File: config.mk
export PLATFORM = sky130hd
export DESIGN_NAME = vga_timing_gen
export DESIGN_NICKNAME = d
export VERILOG_FILES = /design/src/rtl/vga_timing_gen_pkg.sv /design/src/rtl/vga_timing_gen_sync_delay_line.sv /design/src/rtl/vga_timing_gen.sv
export SDC_FILE = /design/constraint.sdc
export NUM_CORES = 1
export LEC_CHECK = 0
export ABC_AREA = 1
export BUFFER_PORTS_ARGS = -buffer_cell sky130_fd_sc_hd__clkbuf_2
export CAP_MARGIN = 10
export CORE_ASPECT_RATIO = 0.7
export CORE_UTILIZATION = 50
export CTS_CLUSTER_SIZE = 12
export DETAILED_ROUTE_END_ITERATION = 8
export PLACE_DENSITY = 0.72
export RECOVER_POWER = 100
export REMOVE_ABC_BUFFERS = 1
export SYNTH_ARGS = -nofsm -noshare
export SYNTH_HDL_FRONTEND = slang
export SYNTH_SLANG_ARGS = --single-unit
File: constraint.sdc
create_clock -name vga_pix_clk -period 3.95 [get_ports vga_pix_clk]
set_clock_uncertainty 0.15 [all_clocks]
set_input_delay 1.185 -clock vga_pix_clk [delete_from_list [all_inputs] [get_ports vga_pix_clk]]
set_output_delay 1.185 -clock vga_pix_clk [all_outputs]
set_load 0.02 [all_outputs]
File: src/rtl/vga_timing_gen_pkg.sv
// Shared VGA raster constants (640x480@60 defaults) and sync-bus type, used by the
// timing generator and the drawing stage so both read one source of timing truth.
package vga_timing_gen_pkg;

  localparam int VGA_H_VISIBLE_AREA = 640;
  localparam int VGA_H_FRONT_PORCH  = 16;
  localparam int VGA_H_SYNC_PULSE   = 96;
  localparam int VGA_H_BACK_PORCH   = 48;

  localparam int VGA_V_VISIBLE_AREA = 480;
  localparam int VGA_V_FRONT_PORCH  = 10;
  localparam int VGA_V_SYNC_PULSE   = 2;
  localparam int VGA_V_BACK_PORCH   = 33;

  localparam logic VGA_H_SYNC_POL = 1'b0;
  localparam logic VGA_V_SYNC_POL = 1'b0;
  localparam int   VGA_SYNC_DELAY = 2;

  typedef struct packed {
    logic vsync;
    logic hsync;
  } vga_sync_t;

endpackage

File: src/rtl/vga_timing_gen_sync_delay_line.sv
// Async-reset shift register that delays the sync pair to match RGB pipeline latency.
// DEPTH=0 passes the input straight through.
module sync_delay_line #(
  parameter int               WIDTH     = 2,
  parameter int               DEPTH     = 2,
  parameter logic [WIDTH-1:0] RESET_VAL = '0
) (
  input  logic             clk,
  input  logic             rst,
  input  logic [WIDTH-1:0] d,
  output logic [WIDTH-1:0] q
);

  generate
    if (DEPTH == 0) begin : g_pass
      assign q = d;
    end else begin : g_shift
      logic [WIDTH-1:0] stage [DEPTH];

      always_ff @(posedge clk or posedge rst) begin
        if (rst) begin
          for (int i = 0; i < DEPTH; i++) stage[i] <= RESET_VAL;
        end else begin
          stage[0] <= d;
          for (int i = 1; i < DEPTH; i++) stage[i] <= stage[i-1];
        end
      end

      assign q = stage[DEPTH-1];
    end
  endgenerate

endmodule

File: src/rtl/vga_timing_gen.sv
// Pixel-clock raster timing source: position counters, strobes and delayed sync.
// Define VGA_FRAME_CNT_EN to add the 16-bit frame_count output.
module vga_timing_gen
  import vga_timing_gen_pkg::*;
#(
  parameter int   H_VISIBLE_AREA = VGA_H_VISIBLE_AREA,
  parameter int   H_FRONT_PORCH  = VGA_H_FRONT_PORCH,
  parameter int   H_SYNC_PULSE   = VGA_H_SYNC_PULSE,
  parameter int   H_BACK_PORCH   = VGA_H_BACK_PORCH,
  parameter int   V_VISIBLE_AREA = VGA_V_VISIBLE_AREA,
  parameter int   V_FRONT_PORCH  = VGA_V_FRONT_PORCH,
  parameter int   V_SYNC_PULSE   = VGA_V_SYNC_PULSE,
  parameter int   V_BACK_PORCH   = VGA_V_BACK_PORCH,
  parameter logic H_SYNC_POL     = VGA_H_SYNC_POL,
  parameter logic V_SYNC_POL     = VGA_V_SYNC_POL,
  parameter int   SYNC_DELAY     = VGA_SYNC_DELAY,
  localparam int  H_WHOLE_LINE   = H_VISIBLE_AREA + H_FRONT_PORCH + H_SYNC_PULSE + H_BACK_PORCH,
  localparam int  V_WHOLE_LINE   = V_VISIBLE_AREA + V_FRONT_PORCH + V_SYNC_PULSE + V_BACK_PORCH,
  localparam int  H_ADDR_WIDTH   = $clog2(H_WHOLE_LINE),
  localparam int  V_ADDR_WIDTH   = $clog2(V_WHOLE_LINE)
) (
  input  logic                    vga_pix_clk,
  input  logic                    rst,
  output logic [H_ADDR_WIDTH-1:0] sx,
  output logic [V_ADDR_WIDTH-1:0] sy,
  output logic                    display_enabled,
  output logic                    line_stb,
  output logic                    frame_stb,
  output logic                    hsync,
  output logic                    vsync
`ifdef VGA_FRAME_CNT_EN
  ,
  output logic [15:0]             frame_count
`endif
);

  localparam logic [H_ADDR_WIDTH-1:0] H_LAST       = H_ADDR_WIDTH'(H_WHOLE_LINE - 1);
  localparam logic [H_ADDR_WIDTH-1:0] H_VIS        = H_ADDR_WIDTH'(H_VISIBLE_AREA);
  localparam logic [H_ADDR_WIDTH-1:0] H_SYNC_START = H_ADDR_WIDTH'(H_VISIBLE_AREA + H_FRONT_PORCH);
  localparam logic [H_ADDR_WIDTH-1:0] H_SYNC_END   = H_ADDR_WIDTH'(H_VISIBLE_AREA + H_FRONT_PORCH + H_SYNC_PULSE);
  localparam logic [V_ADDR_WIDTH-1:0] V_LAST       = V_ADDR_WIDTH'(V_WHOLE_LINE - 1);
  localparam logic [V_ADDR_WIDTH-1:0] V_VIS        = V_ADDR_WIDTH'(V_VISIBLE_AREA);
  localparam logic [V_ADDR_WIDTH-1:0] V_SYNC_START = V_ADDR_WIDTH'(V_VISIBLE_AREA + V_FRONT_PORCH);
  localparam logic [V_ADDR_WIDTH-1:0] V_SYNC_END   = V_ADDR_WIDTH'(V_VISIBLE_AREA + V_FRONT_PORCH + V_SYNC_PULSE);

  localparam vga_sync_t SYNC_IDLE = '{vsync: ~V_SYNC_POL, hsync: ~H_SYNC_POL};

  logic [H_ADDR_WIDTH-1:0] sx_next;
  logic [V_ADDR_WIDTH-1:0] sy_next;
  logic                    h_active;
  logic                    v_active;
  vga_sync_t               raw_sync;
  vga_sync_t               sync_out;

  // Every registered output is decoded from the next position, so they all describe
  // the pixel that sx/sy will hold after this edge.
  always_comb begin
    sx_next = sx + H_ADDR_WIDTH'(1);
    sy_next = sy;
    if (sx == H_LAST) begin
      sx_next = '0;
      sy_next = (sy == V_LAST) ? '0 : sy + V_ADDR_WIDTH'(1);
    end
    h_active = (sx_next >= H_SYNC_START) && (sx_next < H_SYNC_END);
    v_active = (sy_next >= V_SYNC_START) && (sy_next < V_SYNC_END);
  end

  always_ff @(posedge vga_pix_clk or posedge rst) begin
    if (rst) begin
      sx              <= H_LAST;
      sy              <= V_LAST;
      display_enabled <= 1'b0;
      line_stb        <= 1'b0;
      frame_stb       <= 1'b0;
      raw_sync        <= SYNC_IDLE;
    end else begin
      sx              <= sx_next;
      sy              <= sy_next;
      display_enabled <= (sx_next < H_VIS) && (sy_next < V_VIS);
      line_stb        <= (sx_next == '0);
      frame_stb       <= (sx_next == '0) && (sy_next == V_VIS);
      raw_sync.hsync  <= h_active ? H_SYNC_POL : ~H_SYNC_POL;
      raw_sync.vsync  <= v_active ? V_SYNC_POL : ~V_SYNC_POL;
    end
  end

`ifdef VGA_FRAME_CNT_EN
  always_ff @(posedge vga_pix_clk or posedge rst) begin
    if (rst) begin
      frame_count <= 16'd0;
    end else if ((sx_next == '0) && (sy_next == V_VIS)) begin
      frame_count <= frame_count + 16'd1;
    end
  end
`endif

  sync_delay_line #(
    .WIDTH     (2),
    .DEPTH     (SYNC_DELAY),
    .RESET_VAL (SYNC_IDLE)
  ) u_sync_delay (
    .clk (vga_pix_clk),
    .rst (rst),
    .d   (raw_sync),
    .q   (sync_out)
  );

  assign hsync = sync_out.hsync;
  assign vsync = sync_out.vsync;

endmodule
==> results of run 1 <==
-- stage by stage --
step                      worst slack, ps  total power (uW)  hold slack [ps]
after floorplan                      2004             306.9            195.2
after global placement               1691             308.7            196.1
after detailed placement             1674             308.8            196.8
after CTS                            1550             624.1            205.5
after global routing                886.6             638.9            209.1
final                                1186             617.2            205.5
-- area by class of cell --
type                            count  area (um^2)  share of cell area, %
Clock buffer                        7        86.33                  4.603
Clock inverter                      1        30.03                  1.601
Timing Repair Buffer               26        100.1                  5.337
Inverter                           41        153.9                  8.205
Tap cell                           38        47.55                  2.535
Multi-Input combinational cell    149        711.9                  37.96
Sequential cell                    29        745.7                  39.76
-- worst min path at each step --
stage | startpoint | endpoint | slack, ps | depth (start not counted)
global route | u_sync_delay.g_shift.stage[2] | u_sync_delay.q[0] | 210 | 0
finish | raw_sync[0] | u_sync_delay.g_shift.stage[2] | 210 | 0
detailed placement | raw_sync[0] | u_sync_delay.g_shift.stage[2] | 200 | 0
global placement | raw_sync[1] | u_sync_delay.g_shift.stage[3] | 200 | 0
floorplan | raw_sync[0] | u_sync_delay.g_shift.stage[2] | 200 | 0
CTS | raw_sync[0] | u_sync_delay.g_shift.stage[2] | 210 | 0
-- power breakdown --
part / switching (uW) / total [uW] / internal [uW]
clock: 108 / 314 / 205
combinational: 5.42 / 5.81 / 0.397
sequential: 0 / 298 / 298
total: 114 / 617 / 504
-- registers in the layout, summed over array words and instances (netlist names) --
signal and count:
frame_stb 1, line_stb 1, u_sync_delay.g_shift.stage 2, sy 10, display_enabled 1, raw_sync 2
sx 10, u_sync_delay.q 2
-- per-layer routing --
metal	GRT usage [%]	vias up	routed length, um
li1	-	748	-
met1	33.21	649	1850
met2	31.75	28	1368
met3	5.422	5	140
met4	6.000	0	38
met5	0	-	0
-- cells by family after synthesis --
group / count (synthesis) / synth area share, %
AO/OA/AOI/OAI: 7 / 2.391
XOR/XNOR: 2 / 1.047
adder cells (fa/ha/maj): 3 / 2.242
buffers and inverters: 43 / 10.16
flip-flops: 29 / 44.54
AND/OR/NAND/NOR: 137 / 39.61
-- worst max-delay path, stage by stage (launching register included) --
cell and delay, ps:
dfstp_1 570, ha_1 190, nand2_1 100, nor2_1 290, nand3_1 540, nand3_1 360, nand2_1 100, nor2_1 110
nand4_1 150, nor2_2 130
-- layout by cell type (no fill, tap or decap), drive strengths merged, types with 3 or more instances in the layout --
cell,count
nand2,71
nor2,28
ha,3
dfrtp,13
clkbuf,33
nand3,24
nand4,9
inv,41
nor3,3
dfstp,16
o21ai,4
==> summary by stage, run 1 <==
STA
The share of the cycle needed by the critical path after routing is 69.98%. The top achievable clock speed is 361.8 MHz. The routed design could run at a clock period as short as 2764 ps. The total of endpoints with negative setup slack in the final report is 0. The setup total negative slack is 0 ps. The total count of hold-check failures in the final report is 0.

Measured against its own limit, the worst slew margin works out to 30.04%. The transition time of the tightest slew-check pin is 1048 ps. The number of pins exceeding their max-slew limit in the final report is 0. Setup repair after global routing left no endpoint under its margin.

Run
Max-cap violations in this run came to 0.

Critical path
The maximum fanout count along the critical path is 14. The worst path required time is 4010 ps. The register-to-register setup slack is 1190 ps.

The startpoint type of the worst setup path is a register. The cell depth of the worst flop-to-flop path is 9. The capture point of the worst path is frame_stb.

The classification of the worst setup path is reg2reg. The startpoint of the worst setup timing path is sx[0]. Data arrives at the worst endpoint at 2820 ps. The worst flop-to-flop path startpoint is sx[0]. The endpoint of the most critical register-to-register path is frame_stb.

STA classifies the critical path endpoint as a register.

Synth
The cell taking the most area after synthesis is dfstp_2. Each instance of the synthesized netlist takes up on average 7.575 um^2. Of the post-synthesis cell area, the dominant cell type holds 25.11%. In the synthesized netlist the dominant register cell turns out to be dfstp_2. The post-synthesis sequential element count is 29. The number of warnings issued by yosys is 0. In this run the cell area of the synthesized design comes to 0.001674 mm^2. Ranked by total cell area, the synthesized netlist is headed by dfstp_2 (25%), dfrtp_1 (19%), nand2_1 (14%).

After synthesis, the most frequently instantiated cells are nand2_1 (62), inv_1 (36), nand3_1 (22). The gate count of the mapped netlist is 221. The async set or reset register ratio after synthesis is 100.0%. Of the synthesized area, sequential elements account for 44.54%. Among all cell types in the netlist, the one instantiated most often is nand2_1. The count of distinct cell types in the synthesized netlist is 24. Counting flops with a built-in enable in the synthesized netlist gives 0.

Clock tree
Hold repair after CTS inserted 0 buffers. The number of buffers inserted by post-CTS setup repair is 0. The H-tree was split into 2 levels.

The root buffer cell chosen for the clock tree is clkbuf_8. The quantity of gates resized following cts is 0. The clock network latency to the later pin of the worst-skew pair is 280 ps. The number of sinks on the clock net is 29. After clock tree synthesis, the clock-pin slew on the worst setup and hold paths is 60 ps. TritonCTS built the clock tree. The total clock buffers created by CTS is 5. The clock passes through at most 2 buffers.

Global route
The wire length of the first global-routing pass is 5940 um. The number of antenna violations at the first check in global routing came to 0. The number of global-route vias before repair came to 1263. The total global routing track utilization is 22.19%. Entering global routing, the biggest net connects 30 pins. Summed over all layers, the global routing overflow is 0.

Pwr
The analysis attributes to cell leakage a power of 0.0009884 uW. In this run the power density over the cells is 329.1 mW/mm^2. VDD sags by at most 0.2640 mV.

Finish
The cell area after layout is 0.001876 mm^2. The final net count is 257. The share of the core filled with cells is 59.18%. Cells with a size suffix above 1 make up 15.81% of the layout. The area growth from synthesis to layout is 12.03%. The repair_antennas step left the layout with diodes totalling 0. The fill cell total of the finished layout is 294. The number of non-filler instances in the completed layout is 291.

Placement
Including well taps, the total number of placed cells is 283. The HPWL reported at the end of detailed placement is 2504 um. The number of buffers inserted by port buffering is 26. The congestion estimate from routability-driven global placement came to 0.8331. In this run the cell area measured after placement is 0.001836 mm^2.

Min path
The class of the worst hold path is reg2reg.

Detailed routing
Dividing the detail-routed via count by the number of cells gives 4.914. The count of nets left with antenna violations once routing finished came out at 0. The number of DRC violations after detailed-routing iteration 0 is 88. The overall via count from detail_route is 1430.

After detailed routing, the total wire length is 3398 um. The routed length per placed instance is 11.68 um. In the routed design, unresolved DRC markers number 4. The pre-antenna-repair detailed-routing pass consisted of 6 iterations.

Floorplanning
From left edge to right edge, the die measures 71.16 um. The total area inside the core boundary comes to 0.003169 mm^2. For this configuration, the core starts out at a cell density of 52.82%.

The die height is 50.41 um. The top-level I/O count is 27. After floorplanning, the core was divided into 17 placement rows. The die covers 0.003587 mm^2.

Run status
The run finished, with violations left. The checks that failed: DRC.
Power figures use the tool's default switching activity.
==> run 2: changes to the inputs <==
--- a/config.mk
+++ b/config.mk
@@ -12,7 +12,7 @@
 export CORE_UTILIZATION = 50
 export CTS_CLUSTER_SIZE = 12
 export DETAILED_ROUTE_END_ITERATION = 8
-export PLACE_DENSITY = 0.72
+export PLACE_DENSITY = 0.75
 export RECOVER_POWER = 100
 export REMOVE_ABC_BUFFERS = 1
 export SYNTH_ARGS = -nofsm -noshare
==> constraint.sdc (replaced) <==
create_clock -name vga_pix_clk -period 2.2 [get_ports vga_pix_clk]
set_clock_uncertainty 0.15 [all_clocks]
set_input_delay 0.66 -clock vga_pix_clk [delete_from_list [all_inputs] [get_ports vga_pix_clk]]
set_output_delay 0.66 -clock vga_pix_clk [all_outputs]
set_load 0.02 [all_outputs]
==> run 2 against run 1 <==
First-iteration DRC count increased by 47%. Design area is 3.0% higher. Count of clock-buffer cells in the layout stayed put. Worst hold slack got worse by 1.1 ps. Sequential share of layout area shrank 1.2 points. Non-clock buffer count increased by 3. Maximum frequency grew 37%. The flow now finishes without violations. Die area is the same.
==> summary by stage, run 2 (synthesized netlist as in run 1, its figures left out) <==
Clock tree
The CTS root buffer is clkbuf_8 (unchanged). The total clock buffers created by CTS is 5 (unchanged). The clock tree from TritonCTS is yes (unchanged). The maximum level of the CTS H-tree is 2 (unchanged). The maximum buffer depth of the clock tree is 2 (unchanged). The number of sinks on the clock net was 29 (unchanged).

The clock input transition at the sequential cells of the worst setup and hold paths was 60 ps (about the same). The number of buffers inserted by hold repair at cts is 0 (unchanged). The clock network latency to the later pin of the worst-skew pair is 290 ps (was 280 ps).

STA
The total count of hold-check failures in the final report came to 0 (unchanged). The total of endpoints with negative setup slack in the final report was 0 (unchanged). The top achievable clock speed is 494.8 MHz (was 361.8 MHz). The number of pins exceeding their max-slew limit in the final report was 0 (unchanged). The setup total negative slack is 0 ps (unchanged).

RSZ-0062 raised after global routing: false (unchanged). The worst slew slack as a fraction of its limit is 54.36% (was 30.04%). The share of the cycle needed by the critical path after routing is 91.87% (was 69.98%). The transition time of the tightest slew-check pin is 684.6 ps (was 1048 ps). The final critical path time including I/O delays and setup is 2021 ps (was 2764 ps).

Run status
Outcome: completed (was finished, violations left).

Critical path
The maximum fanout count along the critical path is 13 (was 14). The startpoint type of the worst setup path is a register (unchanged). The category of the worst setup path capture point was a register (unchanged). The worst path required time is 2270 ps (was 4010 ps). The endpoint arrival time on the critical path was 2090 ps (was 2820 ps).

The slowest cell on the critical path is dfstp_2 (was dfstp_1). The largest stage delay on the critical path is 560 ps (was 570 ps). The largest delay contributor family on the critical path is simple AND/OR/NAND/NOR gates (unchanged). The classification of the worst setup path is reg2reg (unchanged). The buffers plus inverters on the worst setup path came to 0 (unchanged). Cells along the critical path: ha_2 -> nand2_2 -> nor2_8 -> nand3_4 -> nand3_1 -> nand2_1 -> nor2_1 -> nand4_1 -> nor2_2 (was ha_1 -> nand2_1 -> nor2_1 -> nand3_1 -> nand3_1 -> nand2_1 -> nor2_1 -> nand4_1 -> nor2_2).

Detailed routing
The length of routed wiring on met1 is 1927 um (was 1850 um). The number of nets still failing antenna checks after routing came to 0 (unchanged). The routed wire length is 3617 um (was 3398 um). The number of DRC violations after detailed-routing iteration 0 is 129 (was 88).

The average vias per placed instance is 5.054 (was 4.914). The uppermost metal layer occupied by signal nets is met4 (unchanged). The DRC violation count after routing is 0 (was 4). The detailed-routing iteration count for the pre-antenna-repair pass came to 6 (unchanged). The routed length on met3 is 299 um (was 140 um). The total met2 wirelength after detailed routing is 1314 um (was 1368 um). The overall via count from detail_route is 1486 (was 1430). The routed length per placed instance is 12.30 um (was 11.68 um).

Placement
The HPWL reported at the end of detailed placement came to 2756 um (was 2504 um). The placer's final routability congestion estimate is 0.9198 (was 0.8331). The number of buffers inserted by port buffering came to 26 (unchanged).

Floorplanning
The top-level I/O count is 27 (unchanged). The row count was 17 (unchanged). The full die area is 0.003587 mm^2 (unchanged).

The starting density of the core is 52.82% (unchanged). The x dimension of the die was 71.16 um (unchanged). The die height is 50.41 um (unchanged). The floorplan core area is 0.003169 mm^2 (unchanged).

Global route
The wire length of the first global-routing pass came to 6009 um (was 5940 um). The maximum number of pins on one net before global-route repair came to 30 (unchanged). The total global routing track utilization is 23.25% (was 22.19%). The total global routing overflow is 0 (unchanged). The number of antenna violations at the first check in global routing was 0 (unchanged). The number of global-route vias before repair came to 1241 (was 1263).

Finish
The final antenna diode count is 0 (unchanged). The fraction of final layout cells sized beyond drive strength 1 was 21.09% (was 15.81%). Largest registers in the final layout: sx x10, sy x10 (unchanged). The growth of design area from synthesis to finish is 15.40% (was 12.03%).

The final net count is 260 (was 257). The fill cell total of the finished layout was 298 (was 294). Commonest cells after routing, fill and taps aside: nand2_1 (62), inv_1 (38), clkbuf_1 (24), nand3_1 (23), nor2_1 (16) (was nand2_1 (64), inv_1 (38), clkbuf_1 (25), nand3_1 (24), nor2_1 (21)).

The area used by sequential logic in the layout is 745.7 um^2 (unchanged). The share of the core filled with cells came to 60.96% (was 59.18%). The most common cell after layout, fill and taps aside is nand2_1 (unchanged).

The footprint of the multi-input gates is 763.2 um^2 (was 711.9 um^2).

Run
The max-capacitance violation count came to 0 (unchanged).

Pwr
The net switching share of the total power is 20.75% (was 18.41%). The share of total power in sequential cells is 51.8% (was 48.3%). The leakage component of the power came to 0.001030 uW (was 0.0009884 uW). The clock share of power came to 47.1% (was 50.8%). The power consumption is 1032 uW (was 617.2 uW). The cell internal power dissipation is 818.3 uW (was 503.5 uW).

The switching power is 214.2 uW (was 113.6 uW). The power per unit of standard cell area is 534.4 mW/mm^2 (was 329.1 mW/mm^2). The logic gate share of total power was 1.1% (was 0.9%). The maximum vdd drop is 0.4113 mV (was 0.2640 mV).

Min path
The class of the worst hold path is reg2reg (unchanged).
[run 2: cell types whose count changed in the layout (fill, tap and decap cells not counted), moves of 2 or more]
cell,previous run,this run
nor2_2,6,9
nand2_2,7,9
nand2_1,64,62
nor2_1,21,16
[run 2: cell type report]
class / instances / area share (%)
multi-input combinational: 149 / 39.51
timing repair buffer: 29 / 6.218
sequential: 29 / 38.60
clock buffer: 7 / 4.987
tap: 38 / 2.461
inverter: 41 / 7.966
clock inverter: 1 / 0.2591
[run 2: worst reg2reg max path, cell delays in order, from the launching register on]
cell and delay [ps]:
dfstp_2 560, ha_2 200, nand2_2 110, nor2_8 130
nand3_4 180, nand3_1 180, nand2_1 80, nor2_1 100
nand4_1 130, nor2_2 130
[run 2: worst paths after layout]
kind | from | end | slack [ps] | depth (start not counted)
hold / removal | u_sync_delay.g_shift.stage[2] | u_sync_delay.q[0] | 200 | 0
setup / recovery | sx[0] | frame_stb | 180 | 9
min in group asynchronous | rst | sy[8] | 380 | 3
hold reg to reg | u_sync_delay.g_shift.stage[2] | u_sync_delay.q[0] | 200 | 0
setup reg to reg | sx[0] | frame_stb | 180 | 9
max in group asynchronous | rst | sx[7] | 1080 | 3
[run 2: per-layer routing]
metal,vias up,global-route usage [%]
met1,679,35.31
met5,-,0
met4,0,12.00
met3,8,6.827
met2,52,29.05
li1,747,-
[run 2: per-stage QoR]
step | worst slack, ps | std cells | cell area [um^2] | hold slack (ps)
detailed placement | 110.6 | 285 | 1851 | 196.8
finish | 178.9 | 294 | 1932 | 204.4
floorplan | 254.0 | 219 | 1658 | 195.2
global placement | 107.2 | 285 | 1851 | 195.5
CTS | 79.35 | 293 | 1952 | 205.0
global route | 9.225 | 294 | 1932 | 209.2
[run 2: what timing repair did]
action | 4_1_cts | 5_1_grt
hold endpoints to repair | 0 | 0
buffers inserted | 0 | 1
resized for setup | 0 | 4
setup endpoints to repair | 0 | 3
[run 2: power by group through the flow]
| stage | clock, uW | sequential (uW) | combinational (uW) |
|---|---|---|---|
| 2_1_floorplan | 0 | 543 | 7.64 |
| 3_3_place_gp | 0 | 543 | 12.6 |
| 3_5_place_dp | 0 | 543 | 12.8 |
| 4_1_cts | 497 | 535 | 12.6 |
| 5_1_grt | 525 | 534 | 14.1 |
| 6_report | 486 | 535 | 11.2 |
